==> config.mk <==
export PLATFORM = sky130hd
export DESIGN_NAME = mips_muldiv_alu
export DESIGN_NICKNAME = d
export VERILOG_FILES = /design/src/rtl/mips_muldiv_alu.sv
export SDC_FILE = /design/constraint.sdc
export NUM_CORES = 1
export LEC_CHECK = 0
export BUFFER_PORTS_ARGS = -buffer_cell sky130_fd_sc_hd__clkbuf_2
export CORE_MARGIN = 2
export CORE_UTILIZATION = 65
export CTS_BUF_LIST = sky130_fd_sc_hd__clkbuf_2
export DETAILED_ROUTE_END_ITERATION = 6
export GPL_ROUTABILITY_DRIVEN = 1
export PLACE_DENSITY = 0.9
export SLEW_MARGIN = 20
export SYNTH_ARGS = -nofsm -noshare
export SYNTH_HDL_FRONTEND = slang
export SYNTH_SLANG_ARGS = --single-unit
==> constraint.sdc <==
create_clock -name clk -period 21.6 [get_ports clk]
set_input_delay 4.32 -clock clk [delete_from_list [all_inputs] [get_ports clk]]
set_output_delay 4.32 -clock clk [all_outputs]
set_load 0.02 [all_outputs]
==> src/rtl/mips_muldiv_alu.sv <==
// Execute-stage ALU: single-cycle logic/compare/shift ops plus an iterative unsigned MULTU/DIVU
// unit with HI/LO. Define ALU_OVF_EN to enable signed-overflow detection on ADD and SUBU.
module mips_muldiv_alu #(
   parameter int W   = 32,
   parameter int SHW = $clog2(W)
) (
   input  logic         clk,
   input  logic         rst,
   input  logic         in_valid,
   output logic         in_ready,
   input  logic [3:0]   ctrl,
   input  logic [W-1:0] arg1,
   input  logic [W-1:0] arg2,
   output logic         out_valid,
   output logic [W-1:0] result,
   output logic         eq,
   output logic         busy,
   output logic         div_by_zero,
   output logic         ovf
);
   localparam int CW = $clog2(W + 1);

   // Handshake: an op is accepted on a rising edge where in_valid & in_ready; in_ready is high
   // only in IDLE (including the cycle out_valid pulses). out_valid is a one-cycle pulse with no
   // backpressure, and result/eq/div_by_zero/ovf are meaningful only while it is high.
   typedef enum logic [1:0] {IDLE, MUL, DIV} state_t;

   state_t         state_q, state_d;
   logic [W-1:0]   hi_q, hi_d, lo_q, lo_d;
   logic [W-1:0]   result_q, result_d;
   logic [W-1:0]   wk_hi_q, wk_hi_d, wk_lo_q, wk_lo_d, opb_q, opb_d;
   logic [CW-1:0]  cnt_q, cnt_d;
   logic           out_valid_q, out_valid_d, eq_q, eq_d, dbz_q, dbz_d;
`ifdef ALU_OVF_EN
   logic           ovf_q, ovf_d;
`endif

   logic           accept;
   logic [SHW-1:0] shamt;
   logic [W-1:0]   sum, diff, alu_res;
   logic [W:0]     mul_sum, div_sh;
   logic [W-1:0]   mul_hi, mul_lo, div_hi, div_lo;
   logic           div_ge;

   assign accept = in_valid && (state_q == IDLE);
   assign shamt  = arg2[SHW-1:0];
   assign sum    = arg1 + arg2;
   assign diff   = arg1 - arg2;

   // Shift-add step: {wk_hi, wk_lo} holds {partial product, remaining multiplier bits}.
   assign mul_sum = {1'b0, wk_hi_q} + {1'b0, (wk_lo_q[0] ? opb_q : {W{1'b0}})};
   assign mul_hi  = mul_sum[W:1];
   assign mul_lo  = {mul_sum[0], wk_lo_q[W-1:1]};

   // Restoring step: {wk_hi, wk_lo} holds {partial remainder, dividend bits / quotient bits}.
   assign div_sh  = {wk_hi_q, wk_lo_q[W-1]};
   assign div_ge  = (div_sh >= {1'b0, opb_q});
   assign div_hi  = div_ge ? (div_sh[W-1:0] - opb_q) : div_sh[W-1:0];
   assign div_lo  = {wk_lo_q[W-2:0], div_ge};

   always_comb begin
      alu_res = '0;
      case (ctrl)
         4'h0:    alu_res = sum;
         4'h1:    alu_res = diff;
         4'h2:    alu_res = arg1 & arg2;
         4'h3:    alu_res = arg1 | arg2;
         4'h4:    alu_res = arg1 ^ arg2;
         4'h5:    alu_res = ~(arg1 | arg2);
         4'h6:    alu_res = {{(W-1){1'b0}}, ($signed(arg1) < $signed(arg2))};
         4'h7:    alu_res = {{(W-1){1'b0}}, (arg1 < arg2)};
         4'h8:    alu_res = arg1 << shamt;
         4'h9:    alu_res = arg1 >> shamt;
         4'hA:    alu_res = $unsigned($signed(arg1) >>> shamt);
         4'hD:    alu_res = hi_q;
         4'hE:    alu_res = lo_q;
         4'hF:    alu_res = sum;
         default: alu_res = '0;
      endcase
   end

   always_comb begin
      state_d     = state_q;
      hi_d        = hi_q;
      lo_d        = lo_q;
      result_d    = result_q;
      wk_hi_d     = wk_hi_q;
      wk_lo_d     = wk_lo_q;
      opb_d       = opb_q;
      cnt_d       = cnt_q;
      eq_d        = eq_q;
      out_valid_d = 1'b0;
      dbz_d       = 1'b0;
`ifdef ALU_OVF_EN
      ovf_d       = 1'b0;
`endif
      case (state_q)
         IDLE: begin
            if (accept) begin
               eq_d = (arg1 == arg2);
               if (ctrl == 4'hB || (ctrl == 4'hC && arg2 != '0)) begin
                  state_d = (ctrl == 4'hB) ? MUL : DIV;
                  wk_hi_d = '0;
                  wk_lo_d = arg1;
                  opb_d   = arg2;
                  cnt_d   = CW'(W);
               end else if (ctrl == 4'hC) begin
                  hi_d        = arg1;
                  lo_d        = '1;
                  result_d    = '1;
                  out_valid_d = 1'b1;
                  dbz_d       = 1'b1;
               end else begin
                  result_d    = alu_res;
                  out_valid_d = 1'b1;
`ifdef ALU_OVF_EN
                  if (ctrl == 4'hF)
                     ovf_d = (arg1[W-1] == arg2[W-1]) && (sum[W-1] != arg1[W-1]);
                  else if (ctrl == 4'h1)
                     ovf_d = (arg1[W-1] != arg2[W-1]) && (diff[W-1] != arg1[W-1]);
`endif
               end
            end
         end
         MUL, DIV: begin
            wk_hi_d = (state_q == MUL) ? mul_hi : div_hi;
            wk_lo_d = (state_q == MUL) ? mul_lo : div_lo;
            cnt_d   = cnt_q - CW'(1);
            // The last iteration writes HI/LO directly so completion costs no extra cycle.
            if (cnt_q == CW'(1)) begin
               hi_d        = wk_hi_d;
               lo_d        = wk_lo_d;
               result_d    = wk_lo_d;
               out_valid_d = 1'b1;
               state_d     = IDLE;
            end
         end
         default: state_d = IDLE;
      endcase
   end

   always_ff @(posedge clk or posedge rst) begin
      if (rst) begin
         state_q     <= IDLE;
         hi_q        <= '0;
         lo_q        <= '0;
         result_q    <= '0;
         wk_hi_q     <= '0;
         wk_lo_q     <= '0;
         opb_q       <= '0;
         cnt_q       <= '0;
         out_valid_q <= 1'b0;
         eq_q        <= 1'b0;
         dbz_q       <= 1'b0;
`ifdef ALU_OVF_EN
         ovf_q       <= 1'b0;
`endif
      end else begin
         state_q     <= state_d;
         hi_q        <= hi_d;
         lo_q        <= lo_d;
         result_q    <= result_d;
         wk_hi_q     <= wk_hi_d;
         wk_lo_q     <= wk_lo_d;
         opb_q       <= opb_d;
         cnt_q       <= cnt_d;
         out_valid_q <= out_valid_d;
         eq_q        <= eq_d;
         dbz_q       <= dbz_d;
`ifdef ALU_OVF_EN
         ovf_q       <= ovf_d;
`endif
      end
   end

   assign in_ready    = (state_q == IDLE);
   assign busy        = (state_q != IDLE);
   assign out_valid   = out_valid_q;
   assign result      = result_q;
   assign eq          = eq_q;
   assign div_by_zero = dbz_q;
`ifdef ALU_OVF_EN
   assign ovf         = ovf_q;
`else
   assign ovf         = 1'b0;
`endif

endmodule

### Word level (Yosys, flattened, before mapping)

Index checks and enable logic that the tools add are counted.

| word-level totals | value |
|---|---|
| bits in registers | 203 |
| input bits | 71 |
| logic and storage cells | 107 |

| operators by class | value |
|---|---|
| add/sub/neg operators | 5 |
| $lt $le $gt $ge | 3 |
| eq/ne operators | 24 |
| shift operators | 3 |
| mux-type cells | 41 |
| bitwise logic cells | 4 |
| reduce and logical (&&, ||, !) cells | 16 |

Operators by type and width:

| operator | count |
|---|---|
| two-way mux 32 bit | 19 |
| case mux 32 bit (13 select lines) | 1 |
| case mux 32 bit (2 select lines) | 5 |
| less-than comparator 32 bit | 2 |
| subtractor 32 bit | 2 |
| adder 32 x 32 -> 33 bit | 1 |
| greater-or-equal comparator 33 x 32 -> 1 bit | 1 |
| adder 32 bit | 1 |
| AND 32 bit | 1 |
| equality test 32 bit | 1 |
| equality test 4 bit (second input constant) | 8 |
| NOT 32 bit | 1 |
| bitwise OR 32 bit | 1 |
| nonzero test 32 bit | 1 |
| << shifter 32 x 5 -> 32 bit | 1 |
| right shift 32 x 5 -> 32 bit | 1 |
| >>> shifter 32 x 5 -> 32 bit | 1 |
| bitwise XOR 32 bit | 1 |
| equality test 4 x 3 -> 1 bit (second input constant) | 4 |
| two-way mux 6 bit | 2 |
| case mux 6 bit (2 select lines) | 1 |
| AND reduction 3 bit | 3 |
| equality test 4 x 2 -> 1 bit (second input constant) | 2 |
| two-way mux 2 bit | 4 |
| 19 further kinds | 31 |

### Logic depth before layout (Yosys ltp)

| logic depth | value |
|---|---|
| depth in word-level cells | 7 |
| gate-level depth with buffers | 15 |
| mapped depth without buffers | 13 |

### Worst setup path after synthesis

Ideal clock, no wire load.

| timing path | value |
|---|---|
| path kind | input -> register |
| start | input arg2[2] |
| end | register result_q[22], in the netlist result[22] |
| setup time | 135 ps |
| data arrival time | 7737 ps |
| data required time | 21465 ps |
| path slack | 13728 ps |
| cell stages on the path | 15 |
| buffers on the path | 4 |
| path through | clkbuf_1 -> inv_1 -> clkbuf_1 -> clkbuf_1 -> ha_1 -> clkbuf_1 -> nor2b_1 -> o221ai_1 -> a2111oi_0 -> a211oi_1 -> o311ai_1 -> nand2_1 -> a221o_1 -> a21oi_1 -> o31ai_1 |

| between the ends | value |
|---|---|
| cells in the longest elaborated chain, start to end | 6 |
| elaborated cells between the ends (all ways) | 15 |
| those cells by class | add/sub: 2; eq/ne: 1; shift: 3; mux: 5; reduce/logical: 4 |

Ends and longest elaborated chain:

| element | RTL line | RTL |
|---|---|---|
| start, declared | 13 | `input logic [W-1:0] arg2,` |
| adder 32 bit, or another cell as far along | 47 | `assign sum = arg1 + arg2;` |
| case mux 32 bit (13 select lines) | 63 | `case (ctrl)` |
| two-way mux 32 bit | 107 | `end else if (ctrl == 4'hC) begin` |
| two-way mux 32 bit | 101 | `if (ctrl == 4'hB \|\| (ctrl == 4'hC && arg2 != '0)) begin` |
| two-way mux 32 bit | 99 | `if (accept) begin` |
| case mux 32 bit (2 select lines) | 97 | `case (state_q)` |
| end signal, assigned | 162 | `result_q <= result_d;` |
| end, declared | 30 | `logic [W-1:0] result_q, result_d;` |

Parallel ways exist; a longest one is shown, timed or not. The select of a mux whose other input is x is not followed.
A chain may end at the register's enable or synchronous reset.

### Worst setup path in the final report

| timing path | value |
|---|---|
| start | input arg2[1] |
| end | register result_q[27], in the netlist result[27] |

The elaborated chain is that of the path after synthesis.

==> flow_metrics.py <==
metrics = {
    "routing": {
        "final_antenna_net_count": 0,
        "routed_wirelength_um": 94800,
        "drc": 1,
        "vias": 25217,
        "drtIter0Drc": 3724,
        "wl_per_cell_um": 27.8,
        "via_per_inst": 7.39,
        "first_pass_iters": 7,
    },
    "pwr": {
        "pwr-share-comb": 0.673,
        "p_leak_nw": 10.4,
        "clkPwrFrac": 0.095,
        "p_per_area_nw_per_um2": 137,
        "finalPower_mw": 3.22,
        "p_seq_frac": 0.233,
        "swShare": 0.557,
        "peakVddDrop_v": 0.000115,
        "p_int_mw": 1.43,
        "switchingPower_mw": 1.79,
    },
    "sta": {
        "hold_slack_ns": 0.483,
        "maxSlewViolCount": 0,
        "setup_viol": 0,
        "period_needed_ns": 8.03,
        "tns_ns": 0,
        "fin_crit_sh": 0.372,
        "grt_setup_unrepaired": "false",
        "tightest_slew_ns": 1.17,
        "worst_clock_skew_ns": 0.145,
        "fmax_mhz": 124,
        "hold_viol_final": 0,
        "relSlewSlack": 0.201,
    },
    "grt": {
        "grt_max_degree": 127,
        "use_met2": 0.758,
        "grt_usage": 0.517,
        "grt_overflow_total": 0,
        "top_usage_layer": "met2",
        "antenna_found_initial": 3,
        "grt_pass1_vias": 23654,
        "use_met1": 0.656,
        "met3_usage": 0.180,
        "grt_pass1_wl_um": 141000,
    },
    "setup_path": {
        "cp.required_ns": 22.47,
        "worstPathMaxFanout": 44,
        "crit_chain": "buf_2, buf_4, inv_2, ha_1, a211oi_1, nor2_1, o31ai_1, a2111oi_1, o211ai_1, nand2_1, a221o_1, a221oi_2, o31ai_1",
        "cp_slowest_stage_delay_ns": 0.61,
        "end_kind": "register",
        "cp-start-kind": "primary input",
        "worst-path-buf-inv": 3,
        "cp_common_cell": "o31ai_1",
        "critPathTopFamily": "compound AO/OA/AOI/OAI gates",
        "cp_data_arrival_time_ns": 8.90,
        "critPathKind": "primary input to register",
        "critPathSlowestCell": "buf_4",
    },
    "finish": {
        "final_nets": 3158,
        "syn2layout_area_growth_pct": 5.56,
        "final_layout_size_suffix_gt1_frac": 0.115,
        "fillers": 2779,
        "stdcell_count": 3412,
    },
    "placement": {
        "dp.cells": 3309,
        "place_congestion": 1.13,
        "portBuffers": 107,
        "place.detailed.hpwl_um": 70100,
    },
    "synthesis": {
        "yosysSeqAreaShare": 0.227,
        "avgSynthCellArea_um2": 7.66,
        "synth-main-ff-cell": "dfrtp_1",
        "syn-cell-area_um2": 22300,
        "ys_ff_latch": 203,
        "synth_cells": 2915,
        "synthDistinctLibCells": 100,
        "synth_edf_count": 0,
        "synth_nets": 3156,
        "async_reset_ff_frac": 1.00,
        "synth_warnings": 0,
    },
    "clock_tree": {
        "cts_resized": 0,
        "cts_setup_buffers": 0,
        "clock-sinks": 203,
        "cts_htree_levels": 2,
        "cts_tree": "done",
        "cts_buffers": 54,
        "cts_hold_buf": 0,
        "clk_path_buf_depth": 3,
        "root_buffer": "clkbuf_2",
        "path_clk_slew_ns": 0.11,
        "clkLatencyLatePin_ns": 1.04,
    },
    "min_path": {
        "hold_class": "register to register",
    },
    "outcome": {
        "status": "finished with violations",
        "violations": "design-rule violations",
    },
    "floorplan": {
        "core_area_um2": 33700,
        "io_pins": 109,
        "die_w_um": 189,
        "die-area_um2": 35900,
        "fp.dieH_um": 189,
        "rows": 67,
        "initial_core_util": 0.663,
    },
    "flow_run": {
        "cap_violations": 0,
    },
}
-- layer usage --
layer,up-vias,share of wire,wire length (um)
li1,10829,-,-
met1,11770,0.35,33500
met2,2160,0.42,39500
met3,454,0.16,14700
met4,4,0.073,6960
met5,-,0.0011,103
-- through the flow --
stage | setup slack (ns) | instance area, um^2 | utilization
2_1_floorplan | 11.74 | 22300 | -
3_3_place_gp | 12.65 | 23000 | 0.684
3_5_place_dp | 12.77 | 23100 | 0.684
4_1_cts | 13.66 | 23600 | 0.699
5_1_grt | 13.37 | 23600 | 0.700
6_report | 13.57 | 23600 | 0.700
-- synth_stat cells (all sizes together), types with 26 or more instances --
library cell,instances,area (um^2)
a21o,39,293
nor2,252,946
inv,155,582
nor3,70,350
o21ai,288,1440
a211oi,47,358
a31oi,43,269
and2,63,394
dfrtp,203,5080
ha,166,2080
nand3,48,240
nand4,30,188
a22oi,28,210
a221oi,29,278
a21oi,233,1170
mux2,26,293
mux2i,78,781
nand2,353,1330
xnor2,34,298
clkbuf,162,608
mux4,47,1060
buf,38,180
o31ai,45,338
-- area by class of cell --
cell class              count  area, um^2  share of cell area
flip-flops and latches    203        5080               0.215
inverters                 156         593              0.0252
well taps                 448         561              0.0238
multi-input cells        2356       16000               0.678
diodes                      2        5.00            0.000212
repair buffers            146         831              0.0352
clock inverters            29         161             0.00685
clock buffers              72         360              0.0153
-- cells by family after synthesis --
family	count (synthesis)	synth area share
other	1	0.000168
and+or+nand+nor	959	0.198
buffers and inverters	356	0.0615
muxes	151	0.0955
DFF	203	0.227
xor gates and xnor gates	53	0.0208
AOI/OAI and AO/OA	1022	0.300
adders and majority gates	170	0.0966
-- registers in the layout, summed over array words and instances, names as in the netlist --
signal	cells
hi_q	32
result	32
div_by_zero	1
cnt_q	6
wk_lo_q	32
eq	1
lo_q	32
wk_hi_q	32
out_valid	1
opb_q	32
state_q	2
-- power groups by stage --
stage | sequential [mW] | clock, mW | combinational, mW
after detailed placement | 0.737 | 0 | 2.06
after global placement | 0.729 | 0 | 1.98
after floorplan | 0.699 | 0 | 1.46
final | 0.750 | 0.305 | 2.17
after CTS | 0.732 | 0.298 | 2.07
after global routing | 0.758 | 0.319 | 2.31
-- placed cells by master (no fill, tap or decap), types with 14 or more instances in the layout --
master / synthesis / routed
a211oi_1: 46 / 46
a21o_1: 39 / 39
a21oi_1: 233 / 232
a221o_1: 15 / 15
a221oi_1: 27 / 27
a22o_1: 14 / 14
a22oi_1: 28 / 28
a31oi_1: 43 / 43
and2_1: 63 / 62
and3_1: 21 / 21
buf_4: 2 / 40
clkbuf_2: 0 / 177
clkinv_1: 1 / 16
dfrtp_1: 203 / 203
ha_1: 166 / 164
inv_1: 149 / 147
mux2_1: 14 / 14
mux2i_1: 78 / 78
mux4_2: 47 / 47
nand2_1: 353 / 352
nand2b_1: 16 / 16
nand3_1: 48 / 48
nand4_1: 30 / 30
nor2_1: 252 / 250
nor2b_1: 25 / 25
nor3_1: 70 / 70
nor4_1: 24 / 24
o211ai_1: 18 / 18
o21a_1: 17 / 17
o21ai_0: 126 / 126
o21ai_1: 162 / 161
o21bai_1: 21 / 21
o311ai_1: 16 / 16
o31ai_1: 45 / 45
xnor2_1: 34 / 34
xor2_1: 19 / 19
-- tightest hold or removal path: cells and delay by family, from the launching register on --
kind / cells / cell delay, ns
AND/OR/NAND/NOR: 2 / 0.10
flip-flops: 1 / 0.36
-- path summary, 6_finish.rpt --
kind / cells after the start / endpoint / start / slack (ns)
setup reg to reg: 11 / wk_hi_q[11]$_DFFE_PP0P_ / opb_q[1]$_DFFE_PP0P_ / 16.95
hold reg to reg: 2 / result[15]$_DFFE_PP0P_ / result[15]$_DFFE_PP0P_ / 0.48
hold / removal: 2 / result[15]$_DFFE_PP0P_ / result[15]$_DFFE_PP0P_ / 0.48
setup / recovery: 13 / result[27]$_DFFE_PP0P_ / arg2[1] / 13.57
max in group asynchronous: 3 / lo_q[21]$_DFFE_PP0P_ / rst / 16.33
min in group asynchronous: 2 / result[7]$_DFFE_PP0P_ / rst / 3.45
Note: power is estimated with default switching activity, not from simulation.
